`config.mk`:
```
export PLATFORM = sky130hd
export DESIGN_NAME = seq_multiplier
export DESIGN_NICKNAME = d
export VERILOG_FILES = /design/src/rtl/seq_multiplier_pkg.sv /design/src/rtl/seq_mult_ctrl.sv /design/src/rtl/seq_multiplier.sv
export SDC_FILE = /design/constraint.sdc
export NUM_CORES = 1
export LEC_CHECK = 0
export BUFFER_PORTS_ARGS = -buffer_cell sky130_fd_sc_hd__buf_2
export CORE_ASPECT_RATIO = 0.8
export CORE_MARGIN = 1.5
export CORE_UTILIZATION = 52
export DETAILED_ROUTE_END_ITERATION = 10
export PLACE_DENSITY = 0.74
export SLEW_MARGIN = 20
export SYNTH_ARGS = -nofsm -noshare
export SYNTH_HDL_FRONTEND = slang
export SYNTH_SLANG_ARGS = --single-unit
export TNS_END_PERCENT = 1
```
`constraint.sdc`:
```
create_clock -name clk_in -period 1.9 [get_ports clk_in]
set_input_delay 0.095 -clock clk_in [delete_from_list [all_inputs] [get_ports clk_in]]
set_output_delay 0.095 -clock clk_in [all_outputs]
set_load 0.1 [all_outputs]
```
`src/rtl/seq_multiplier_pkg.sv`:
```
// Shared types and constants for the sequential shift-and-add multiplier.
package seq_multiplier_pkg;

    typedef enum logic [1:0] {
        IDLE,
        CALC,
        DONE
    } state_t;

    localparam int DEF_WIDTH = 4;

    // Counter must hold values up to WIDTH (remaining-shift arithmetic uses WIDTH itself)
    function automatic int cnt_width(input int w);
        return $clog2(w + 1);
    endfunction

endpackage

```
`src/rtl/seq_mult_ctrl.sv`:
```
// Controller FSM for seq_multiplier: sequences load, WIDTH add/shift steps and result write.
// The early-exit request comes from the datapath and is simply tied low when unused.
module seq_mult_ctrl
    import seq_multiplier_pkg::*;
#(
    parameter int WIDTH = DEF_WIDTH,
    localparam int CW = cnt_width(WIDTH)
) (
    input  logic          clk_in,
    input  logic          rst_in,
    input  logic          start,
    input  logic          q_lsb,
    input  logic          early,
    output logic          load,
    output logic          add,
    output logic          shift,
    output logic          done,
    output logic          ready,
    output logic [CW-1:0] cnt
);

    state_t state;

    // State, step counter and registered ready level
    always_ff @(posedge clk_in) begin
        if (rst_in) begin
            state <= IDLE;
            cnt   <= '0;
            ready <= 1'b1;
        end else begin
            case (state)
                IDLE: begin
                    if (start) begin
                        state <= CALC;
                        cnt   <= '0;
                        ready <= 1'b0;
                    end
                end
                CALC: begin
                    cnt <= cnt + 1'b1;
                    if (early || cnt == CW'(WIDTH - 1)) state <= DONE;
                end
                DONE: begin
                    state <= IDLE;
                    ready <= 1'b1;
                end
                default: begin
                    state <= IDLE;
                    ready <= 1'b1;
                end
            endcase
        end
    end

    // An early-exit step performs only the final alignment, never an add
    assign load  = (state == IDLE) && start;
    assign shift = (state == CALC);
    assign add   = shift && q_lsb && !early;
    assign done  = (state == DONE);

endmodule

```
`src/rtl/seq_multiplier.sv`:
```
// Sequential unsigned shift-and-add multiplier (datapath + output register).
// Optional feature: define SEQ_MULT_EARLY_EXIT_EN to finish as soon as the
// remaining multiplier bits are zero, aligning {A,Q} in a single step.
module seq_multiplier
    import seq_multiplier_pkg::*;
#(
    parameter int WIDTH = DEF_WIDTH
) (
    input  logic               clk_in,
    input  logic               rst_in,
    input  logic [WIDTH-1:0]   x,
    input  logic [WIDTH-1:0]   y,
    input  logic               start,
    output logic [2*WIDTH-1:0] product,
    output logic               ready
);

    localparam int CW = cnt_width(WIDTH);

    logic [WIDTH-1:0]   m_r;
    logic [WIDTH-1:0]   q_r;
    logic [WIDTH:0]     a_r;
    logic [WIDTH:0]     a_nxt;
    logic [2*WIDTH:0]   aq_sh;
    logic [CW-1:0]      cnt;
    logic [CW-1:0]      rem;
    logic               load, add, shift, done, early;

    seq_mult_ctrl #(.WIDTH(WIDTH)) u_ctrl (
        .clk_in (clk_in),
        .rst_in (rst_in),
        .start  (start),
        .q_lsb  (q_r[0]),
        .early  (early),
        .load   (load),
        .add    (add),
        .shift  (shift),
        .done   (done),
        .ready  (ready),
        .cnt    (cnt)
    );

    // Shifts still owed when leaving CALC early
    assign rem = CW'(WIDTH) - cnt;

`ifdef SEQ_MULT_EARLY_EXIT_EN
    logic [WIDTH-1:0] rem_mask;
    // Unshifted multiplier bits sit in the low WIDTH-cnt bits of Q
    assign rem_mask = {WIDTH{1'b1}} >> cnt;
    assign early    = shift && ((q_r & rem_mask) == '0);
`else
    assign early    = 1'b0;
`endif

    // Conditional add of M, then one-bit shift (or full alignment on early exit)
    always_comb begin
        a_nxt = add ? (a_r + {1'b0, m_r}) : a_r;
        aq_sh = early ? ({a_r, q_r} >> rem) : ({a_nxt, q_r} >> 1);
    end

    // Operand/accumulator registers and the result register
    always_ff @(posedge clk_in) begin
        if (rst_in) begin
            m_r     <= '0;
            q_r     <= '0;
            a_r     <= '0;
            product <= '0;
        end else begin
            if (load) begin
                m_r <= x;
                q_r <= y;
                a_r <= '0;
            end else if (shift) begin
                {a_r, q_r} <= aq_sh;
            end
            if (done) product <= {a_r[WIDTH-1:0], q_r};
        end
    end

endmodule

```
Word-level counts from Yosys, hierarchy flattened
Index checks and enable logic that the tools add are counted.
- RAM bits: 0
- latch bits: 0
- memories kept: 0
- output and inout port bits: 9
- input port bits: 11
- ROM bits: 0
- word-level logic and storage cells: 34
- bits in registers: 26
- bitwise operators: 1
- muxes and demuxes: 10
- add/subtract/negate cells: 2
- reduce and logical (&&, ||, !) cells: 9
- multipliers: 0
- equality and inequality tests: 5
- div/mod/pow operators: 0
- order comparisons: 0
- shift-type cells: 0
- operators with widths (kind ; count):
    $mux W4 ; 2
    $pmux W3 S2 ; 1
    $reduce_and A2 Y1 ; 3
    $add A4 B4 Y5 ; 1
    $mux W5 ; 1
    $mux W2 ; 2
    $ne A2 B2 Y1 const B ; 2
    $pmux W2 S2 ; 1
    $reduce_bool A2 Y1 ; 2
    $add A3 B1 Y3 const B ; 1
    $eq A3 B2 Y1 const B ; 1
    $mux W3 ; 1
    $eq A2 B1 Y1 const B ; 1
    $eq A2 B2 Y1 const B ; 1
    $logic_and A1 B1 Y1 ; 2
    $logic_not A2 Y1 ; 1
    $pmux W1 S2 ; 1
    $reduce_or A2 Y1 ; 1
    $mux W1 ; 1
    $not A1 Y1 ; 1

Longest topological paths before layout
Gate-level depths: netlist (run 1).
- depth in word-level cells: 5
- gate-level depth with buffers: 7

Modules after synthesis
A second synthesis (run 1) with hierarchy kept.
- cell total of the unflattened synthesis: 129
- area total of the unflattened synthesis: 1241.2 µm²
- modules (own cells, without submodules) (module ; times used ; area an instance (µm²) ; cells an instance):
    seq_multiplier ; 1 ; 945.9 ; 99
    seq_mult_ctrl ; 1 ; 295.3 ; 30

Worst setup path before layout (run 1)
No wires, ideal clock.
- kind: register to register
- start: reg a_r[0]
- end: reg a_r[1]
- required time: 1.797 ns
- cell stages (with the launch flop): 7
- data arrival time: 1.482 ns
- slack: 0.314 ns
- path through: dfxtp_1 -> ha_1 -> inv_1 -> fa_1 -> xnor2_1 -> mux2i_1 -> a2111oi_2
- cells in the longest elaborated chain, start to end: 2
- RTL lines (what ; line ; text):
    start: declaration ; seq_multiplier.sv:22 ; logic [WIDTH:0] a_r;
    start signal: assignment ; seq_multiplier.sv:74 ; {a_r, q_r} <= aq_sh;
    $add A4 B4 Y5 ; seq_multiplier.sv:57 ; a_nxt = add ? (a_r + {1'b0, m_r}) : a_r;
    $mux W5 ; seq_multiplier.sv:57 ;
No other way between the ends.
A chain may end at the register's enable or synchronous reset.

Worst setup path after layout (run 1)
Same ends and word-level chain as after synthesis.

==> metrics.cfg, run 1 <==
[critical_path]
critical_path_buf_inv_count=1
cp.arrival_ps=1950
end_kind=register
max_stage_delay_ps=400
rr_endpoint=a_r[1]$_SDFFE_PP0P_
critPathTopFamily=adder cells
path_max_fanout=4
path_cells=ha_1 -> inv_1 -> fa_1 -> xnor2_1 -> mux2i_1 -> a2111oi_2
cpMaxStageDelayCell=fa_1
worstSetupPathType=register to register
startpoint_type=register
rrSetupSlack_ps=180
r2r_cells=6
timing.rr.start=a_r[0]$_SDFFE_PP0P_
crit_required_ps=2130

[route]
ant_nets=0
routed_wl_um=2260
route.detailed.drc=0
vias_per_cell=5.29
vias=916
drtIter0Drc=16
wl_per_cell_um=13.1
drt-pass1-iter-count=3

[worst_hold_path]
hold_end=m_r[2]$_SDFFE_PP0P_
hold_path.class=input pin to register
hold_depth=3
hold_start=x[2]

[cts]
clk_pin_slew_ps=140
cts.sink_count=26
clk_path_buf_depth=2
htreeDepth=1
clkLatencyLatePin_ps=320
cts-buffers-inserted=3
cts_root_buf=clkbuf_4
tritoncts=yes

[floorplan]
die_h_um=46.3
core_area_sq_um=2200
dieArea_sq_um=2650
ios=20
fp.dieW_um=57.2
start_util=0.556
row_count=15

[global_route]
grt_pass1_vias=848
met1_usage=0.204
met2_usage=0.375
grt_max_degree=26
top_usage_layer=met2
grtUsageMet3=0.0618
grt_remaining_overflow=0
grtUsageTotal=0.191
antenna_found_initial=0
grt_first_pass_wirelength_um=3740

[logic_synthesis]
syn_inst=128
ys_ff_latch=26
ys.flop_type=dfxtp_1
ys_seq_area_frac=0.426
async_flop_share=0
synth_edf_count=0
syn-mean-instance-area_sq_um=9.54
synth.net_count=146
ys_warn_count=0
synth_area_sq_um=1220
ys_types=35

[placed_design]
hpwlAfterDp_um=1640
place.gp.congestion=0.904
portBuffers=19
placed_cell_area_sq_um=1300

[layout]
antennaDiodeCount=0
drive_gt1_frac=0.223
area_delta_synth_final_pct=13.0
fillers=206
design_area_sq_um=1380
nNetsFinal=167

[outcome]
status=finished, final reports clean

[timing]
setup_viol=0
slew_violations=0
finalHoldViolCount=0
rsz0062_at_grt=false
fin_crit_sh=0.906
setup_tns_ps=0
worst_slew_pin_slew_ps=568
fin_crit_ps=1720
skew_ps=2.81
fmax_mhz=581
max_slew_margin=0.621
hold-worst-slack_ps=2.46

[power]
powerDensity_nw_per_um2=794
p_leak_nw=0.629
ir_drop_mv=0.770

[job]
drv_cap=0

layout by cell type, fill, tap and decap left out, drive strengths merged:
| cell | netlist | routed |
|---|---|---|
| nand3b | 2 | 2 |
| a21boi | 2 | 2 |
| dfxtp | 26 | 26 |
| a22oi | 3 | 3 |
| bufinv | 0 | 1 |
| o22a | 1 | 1 |
| nand2b | 3 | 3 |
| dlygate4sd3 | 0 | 3 |
| a211oi | 1 | 1 |
| nor2b | 2 | 2 |
| nand3 | 1 | 1 |
| a211o | 1 | 1 |
| nand2 | 9 | 9 |
| clkbuf | 3 | 3 |
| buf | 5 | 21 |
| nor3 | 2 | 2 |
| a21oi | 9 | 9 |
| fa | 1 | 1 |
| nor2 | 26 | 26 |
| a2111oi | 1 | 1 |
| o21bai | 1 | 1 |
| mux2i | 12 | 12 |
| o21a | 2 | 2 |
| nor3b | 2 | 2 |
| a221oi | 1 | 1 |
| xnor2 | 1 | 1 |
| and3b | 1 | 1 |
| inv | 4 | 4 |
| ha | 6 | 6 |
cell families (layout without fill, tap and decap cells):
family | Yosys count | count (layout) | share of synthesized area
and+or+nand+nor | 48 | 48 | 0.191
DFF | 26 | 26 | 0.426
AOI/OAI and AO/OA | 22 | 22 | 0.133
muxes | 12 | 12 | 0.0984
buffers and inverters | 12 | 32 | 0.0666
adders and majority gates | 7 | 7 | 0.0779
xor gates and xnor gates | 1 | 1 | 0.00717
synth_stat cells, drive strengths merged, types with 2 or more instances:
cell type / n / area [sq um]
dfxtp: 26 / 521
nor2: 26 / 100
mux2i: 12 / 120
a21oi: 9 / 52.6
nand2: 9 / 33.8
ha: 6 / 75.1
buf: 5 / 43.8
inv: 4 / 15.0
a22oi: 3 / 22.5
clkbuf: 3 / 22.5
nand2b: 3 / 18.8
a21boi: 2 / 15.0
nand3b: 2 / 15.0
nor2b: 2 / 15.0
nor3: 2 / 10.0
nor3b: 2 / 26.3
o21a: 2 / 15.0
timing repair:
action	CTS	global route
hold endpoints to repair	3	0
gates resized for setup	0	1
setup buffers	0	0
setup endpoints to repair	0	1
hold buffers	3	0
power by group:
part           internal (W)  switching (W)  total (W)
clock network      0.000213       0.000169   0.000382
registers          0.000565      0.0000171   0.000582
logic             0.0000555      0.0000757   0.000131
registers in the layout, indices dropped and copies added (netlist names):
name,flops
m_r,4
u_ctrl.ready,1
q_r,4
product,8
u_ctrl.state,2
a_r,4
u_ctrl.cnt,3
metrics by stage:
step	total power, W	cells	utilization	setup WS, ps
4_1_cts	0.00110	173	0.628	83.0
6_report	0.00110	173	0.628	178
2_1_floorplan	0.000699	128	-	314
3_3_place_gp	0.000716	166	0.590	268
3_5_place_dp	0.000721	166	0.590	118
5_1_grt	0.00113	173	0.628	51.6
metal layers:
metal	up-vias	wire length, um
met5	-	0
li1	473	-
met4	0	22
met2	16	1090
met3	2	90
met1	425	1050
tightest hold or removal path, stage by stage:
cell and delay [ps]:
buf_2 80, mux2i_1 60, nor2_1 70
worst max path at each step:
stage	startpoint	to	slack [ps]	cells after the start
after detailed placement	a_r[0]$_SDFFE_PP0P_	a_r[1]$_SDFFE_PP0P_	120	6
after CTS	a_r[0]$_SDFFE_PP0P_	a_r[1]$_SDFFE_PP0P_	80	6
after global placement	a_r[0]$_SDFFE_PP0P_	a_r[1]$_SDFFE_PP0P_	270	6
after global routing	a_r[0]$_SDFFE_PP0P_	a_r[1]$_SDFFE_PP0P_	50	6
final	a_r[0]$_SDFFE_PP0P_	a_r[1]$_SDFFE_PP0P_	180	6
after floorplan	a_r[0]$_SDFFE_PP0P_	a_r[1]$_SDFFE_PP0P_	310	6
cell type report:
cell class / count / area [sq um] / area share
Clock buffer: 3 / 22.5 / 0.0163
Multi-Input combinational cell: 90 / 619 / 0.449
Sequential cell: 26 / 522 / 0.378
Timing Repair Buffer: 24 / 140 / 0.102
Tap cell: 25 / 31.3 / 0.0227
Clock inverter: 1 / 30.0 / 0.0218
Inverter: 4 / 15.0 / 0.0109
Power figures use the tool's default switching activity.
==> run 2, diff against run 1 <==
--- a/config.mk
+++ b/config.mk
@@ -13,2 +13,3 @@
 export PLACE_DENSITY = 0.74
+export SKIP_LAST_GASP = 1
 export SLEW_MARGIN = 20
==> constraint.sdc (replaced) <==
create_clock -name clk_in -period 1.9 [get_ports clk_in]
set_input_delay 0.285 -clock clk_in [delete_from_list [all_inputs] [get_ports clk_in]]
set_output_delay 0.285 -clock clk_in [all_outputs]
set_load 0.1 [all_outputs]
==> run 2 against run 1 <==
  * Sequential power about the same
  * Combinational power is 6% lower
  * Routed wire length shrank 3.2%
  * Worst setup slack worse by 30 ps
  * Die area is the same
  * Hold slack better by 170 ps
  * Count of clock-buffer cells in the layout unchanged
  * Clock power about the same
  * Register-to-register slack got worse by 30 ps
==> metrics.cfg, run 2 (synthesis gave the netlist of run 1 again) <==
[outcome]
status=finished, final reports clean

[cts]
cts-buffers-inserted=3
cts_setup_buffers=0
ctsResizeCount=0
tritoncts=yes
clkLatencyLatePin_ps=330
htreeDepth=1
cts.sink_count=26
cts_hold_buffers=0
clk_path_buf_depth=2
clk_pin_slew_ps=140
cts_root_buf=clkbuf_4

[worst_hold_path]
hold_path.class=input pin to register
hold_start=x[1]
hold_end=m_r[1]$_SDFFE_PP0P_
hold_depth=3

[critical_path]
timing.rr.start=a_r[0]$_SDFFE_PP0P_
worstSetupPathType=register to register
cp.arrival_ps=2000
path_max_fanout=4
critical_path_buf_inv_count=1
end_kind=register
rrSetupSlack_ps=150
critPathTopFamily=adder cells
r2r_cells=6
startpoint_type=register
path_cells=ha_1 -> inv_1 -> fa_1 -> xnor2_1 -> mux2i_1 -> a2111oi_2
cpMaxStageDelayCell=dfxtp_1
rr_endpoint=a_r[1]$_SDFFE_PP0P_
max_stage_delay_ps=400
crit_required_ps=2140

[timing]
setup_tns_ps=0
fin_crit_sh=0.922
slew_violations=0
fmax_mhz=571
finalHoldViolCount=0
worst_slew_pin_slew_ps=593
rsz0062_at_grt=false
max_slew_margin=0.605
skew_ps=2.52
setup_viol=0
fin_crit_ps=1750
final.setup.worst_slack_ps=148

[power]
internal_power_w=0.000828
powerDensity_nw_per_um2=811
clkPwrFrac=0.351
pwr-share-comb=0.114
seq_power_share=0.535
switching_share=0.239
ir_drop_mv=0.725
p_leak_nw=0.611
switchingPower_w=0.000260

[placed_design]
place_ws_ps=186
portBuffers=19
placed_cell_area_sq_um=1290
dp.cells=165
hpwlAfterDp_um=1570
place.gp.congestion=0.900

[route]
vias=921
route.detailed.drc=0
vias_per_cell=5.45
drt-pass1-iter-count=4
drtIter0Drc=22
ant_nets=0
wl_per_cell_um=12.9
routed_wl_um=2190

[layout]
antennaDiodeCount=0
drive_gt1_frac=0.215
design_area_sq_um=1340
area_delta_synth_final_pct=9.84
finalNonFillerCells=169
largest_reg_flops=8
mostFrequentLayoutCells=dfxtp_1 (26), nor2_1 (25), buf_2 (19), mux2i_1 (12), nand2_1 (9)
nNetsFinal=163
max_flop_register=product
layout_commonest_cell=dfxtp_1

[floorplan]
fp.dieW_um=57.2
row_count=15
die_h_um=46.3
dieArea_sq_um=2650
start_util=0.556
ios=20
core_area_sq_um=2200

[global_route]
grt_max_degree=26
grt_pass1_vias=838
antenna_found_initial=0
grt_first_pass_wirelength_um=3680
grt_remaining_overflow=0
grtUsageTotal=0.186

[job]
drv_cap=0

run 2: layout make-up:
class                      instances  area, sq um
clock buffer                       3         22.5
fill                             196          855
inverter                           4         15.0
clock inverter                     1         30.0
timing repair buffer              20          103
multi-input combinational         90          619
sequential                        26          520
tap                               25         31.3
run 2: tightest hold or removal path, cell delays in order:
cell,delay (ps)
buf_2,80
a21oi_1,50
nor2_1,70
run 2: how the worst max path moves through the flow:
stage | from | endpoint | depth (start not counted)
after floorplan | a_r[0]$_SDFFE_PP0P_ | a_r[1]$_SDFFE_PP0P_ | 6
after global placement | a_r[0]$_SDFFE_PP0P_ | a_r[1]$_SDFFE_PP0P_ | 6
after detailed placement | a_r[0]$_SDFFE_PP0P_ | a_r[1]$_SDFFE_PP0P_ | 6
after CTS | a_r[0]$_SDFFE_PP0P_ | a_r[1]$_SDFFE_PP0P_ | 6
after global routing | a_r[0]$_SDFFE_PP0P_ | a_r[1]$_SDFFE_PP0P_ | 6
final | a_r[0]$_SDFFE_PP0P_ | a_r[1]$_SDFFE_PP0P_ | 6
run 2: metal layers:
layer / vias up / global-route usage / routed length (um)
li1: 470 / - / -
met1: 429 / 0.230 / 1060
met2: 17 / 0.324 / 1010
met3: 5 / 0.0590 / 91
met4: 0 / 0.0419 / 23
met5: - / 0 / 0
run 2: per-stage QoR:
step            util  power [W]  hold slack [ps]
6_report       0.611    0.00109              169
5_1_grt        0.611    0.00114              160
4_1_cts        0.611    0.00109              171
3_5_place_dp   0.587   0.000718              470
3_3_place_gp   0.587   0.000714              444
2_1_floorplan      -   0.000699              424
run 2: power by group through the flow:
stage	Combinational, W	Clock (W)	Sequential (W)
final	0.000123	0.000382	0.000582
after global routing	0.000135	0.000416	0.000585
after CTS	0.000124	0.000388	0.000582
after detailed placement	0.000123	0	0.000595
after global placement	0.000121	0	0.000593
after floorplan	0.0000984	0	0.000601
==> run 3, diff against run 2 <==
- CORE_UTILIZATION: 52 -> 40
- PLACE_DENSITY: 0.74 -> default
- SLEW_MARGIN: 20 -> default
==> run 3 against run 2 <==
  * Sequential share of layout area decreased by 0.99 points
  * Global-route usage decreased by 3.4 points
  * Total power increased by 7.1%
  * Sequential cell count unchanged
  * Maximum frequency increased by 0.16%
  * Final cell count increased by 7.7%
  * Critical path depth unchanged
  * Highest routed layer is now met3
  * Clock skew increased by 4.5 ps
  * Register-to-register slack about the same
  * Via count decreased by 1.5%
==> metrics.cfg, run 3 (synthesis gave the netlist of run 1 again) <==
[critical_path]
timing.rr.start=a_r[0]$_SDFFE_PP0P_
rr_endpoint=a_r[1]$_SDFFE_PP0P_
max_stage_delay_ps=400
crit_required_ps=2080
rrSetupSlack_ps=150
critPathTopFamily=adder cells
r2r_cells=6
path_cells=ha_1 -> inv_1 -> fa_1 -> xnor2_1 -> mux2i_1 -> a2111oi_2
cp.arrival_ps=1930
path_max_fanout=4
startpoint_type=register
critical_path_buf_inv_count=1
worstSetupPathType=register to register
end_kind=register
cpMaxStageDelayCell=dfxtp_1

[layout]
layout_commonest_cell=dfxtp_1
antennaDiodeCount=0
max_flop_register=product
area_delta_synth_final_pct=12.7
design_area_sq_um=1380
nNetsFinal=163
finalNonFillerCells=182
largest_reg_flops=8
mostFrequentLayoutCells=dfxtp_1 (26), nor2_1 (25), buf_2 (19), mux2i_1 (12), nand2_1 (9)
drive_gt1_frac=0.215

[floorplan]
die_h_um=52.4
dieArea_sq_um=3400
fp.dieW_um=64.8
row_count=17
core_area_sq_um=2830
start_util=0.432
ios=20

[route]
ant_nets=0
vias_per_cell=4.98
routed_wl_um=2270
vias=907
route.detailed.drc=0
drtIter0Drc=43
drt-pass1-iter-count=4
wl_per_cell_um=12.5

[worst_hold_path]
hold_path.class=input pin to register
hold_start=x[1]
hold_end=m_r[1]$_SDFFE_PP0P_
hold_depth=3

[power]
p_leak_nw=0.618
ir_drop_mv=0.426
powerDensity_nw_per_um2=846

[timing]
fin_crit_sh=0.921
skew_ps=7.00
finalHoldViolCount=0
setup_tns_ps=0
rsz0062_at_grt=false
hold-worst-slack_ps=228
fmax_mhz=572
final.setup.worst_slack_ps=151
setup_viol=0
worst_slew_pin_slew_ps=569
fin_crit_ps=1750
max_slew_margin=0.620
slew_violations=0

[cts]
htreeDepth=1
cts_hold_buffers=0
cts.sink_count=26
cts-buffers-inserted=3
cts_root_buf=clkbuf_8
clkLatencyLatePin_ps=270
tritoncts=yes
clk_pin_slew_ps=90
clk_path_buf_depth=2
ctsResizeCount=0
cts_setup_buffers=0

[outcome]
status=finished, final reports clean

[placed_design]
dp.cells=178
place_ws_ps=155
portBuffers=19
placed_cell_area_sq_um=1310
hpwlAfterDp_um=1600
place.gp.congestion=0.874

[global_route]
grt_pass1_vias=858
antenna_found_initial=0
grt_remaining_overflow=0
grt_first_pass_wirelength_um=3930
grtUsageTotal=0.153
grt_max_degree=26

[job]
drv_cap=0

-- run 3: worst max path at each step --
| stage | startpoint | slack [ps] | cells past startpoint | end |
|---|---|---|---|---|
| global placement | a_r[0]$_SDFFE_PP0P_ | 260 | 6 | a_r[1]$_SDFFE_PP0P_ |
| CTS | a_r[0]$_SDFFE_PP0P_ | 140 | 6 | a_r[1]$_SDFFE_PP0P_ |
| detailed placement | a_r[0]$_SDFFE_PP0P_ | 150 | 6 | a_r[1]$_SDFFE_PP0P_ |
| global route | a_r[0]$_SDFFE_PP0P_ | 30 | 6 | a_r[1]$_SDFFE_PP0P_ |
| finish | a_r[0]$_SDFFE_PP0P_ | 150 | 6 | a_r[1]$_SDFFE_PP0P_ |
| floorplan | a_r[0]$_SDFFE_PP0P_ | 310 | 6 | a_r[1]$_SDFFE_PP0P_ |
-- run 3: cell type report --
cell class | instances | area [sq um]
Inverter | 4 | 15.0
Fill cell | 261 | 1450
Clock buffer | 3 | 41.3
Sequential cell | 26 | 520
Multi-Input combinational cell | 90 | 619
Timing Repair Buffer | 20 | 103
Clock inverter | 1 | 30.0
Tap cell | 38 | 47.5
-- run 3: metrics by stage --
step / util / power, W
floorplan: - / 0.000699
global placement: 0.461 / 0.000716
detailed placement: 0.461 / 0.000719
CTS: 0.487 / 0.00118
global route: 0.487 / 0.00121
finish: 0.487 / 0.00116
-- run 3: worst register-to-register path: stages, from the launching register on --
cell and delay (ps):
dfxtp_1 400, ha_1 190, inv_1 50, fa_1 400, xnor2_1 170, mux2i_1 110
a2111oi_2 340
-- run 3: power breakdown --
group / internal [W] / leakage, nW / switching [W]
registers: 0.000564 / 0.212 / 0.0000169
logic: 0.0000491 / 0.371 / 0.0000753
clock network: 0.000282 / 0.0357 / 0.000177
-- run 3: metal layers --
metal  routed length (um)  up-vias  part of all wire  global-route usage
met5                    0        -                 0                   0
met4                    0        0                 0              0.0213
met3                  118        0             0.052              0.0516
met2                  977       20              0.43               0.249
met1                 1170      419              0.52               0.201
li1                     -      468                 -                   -
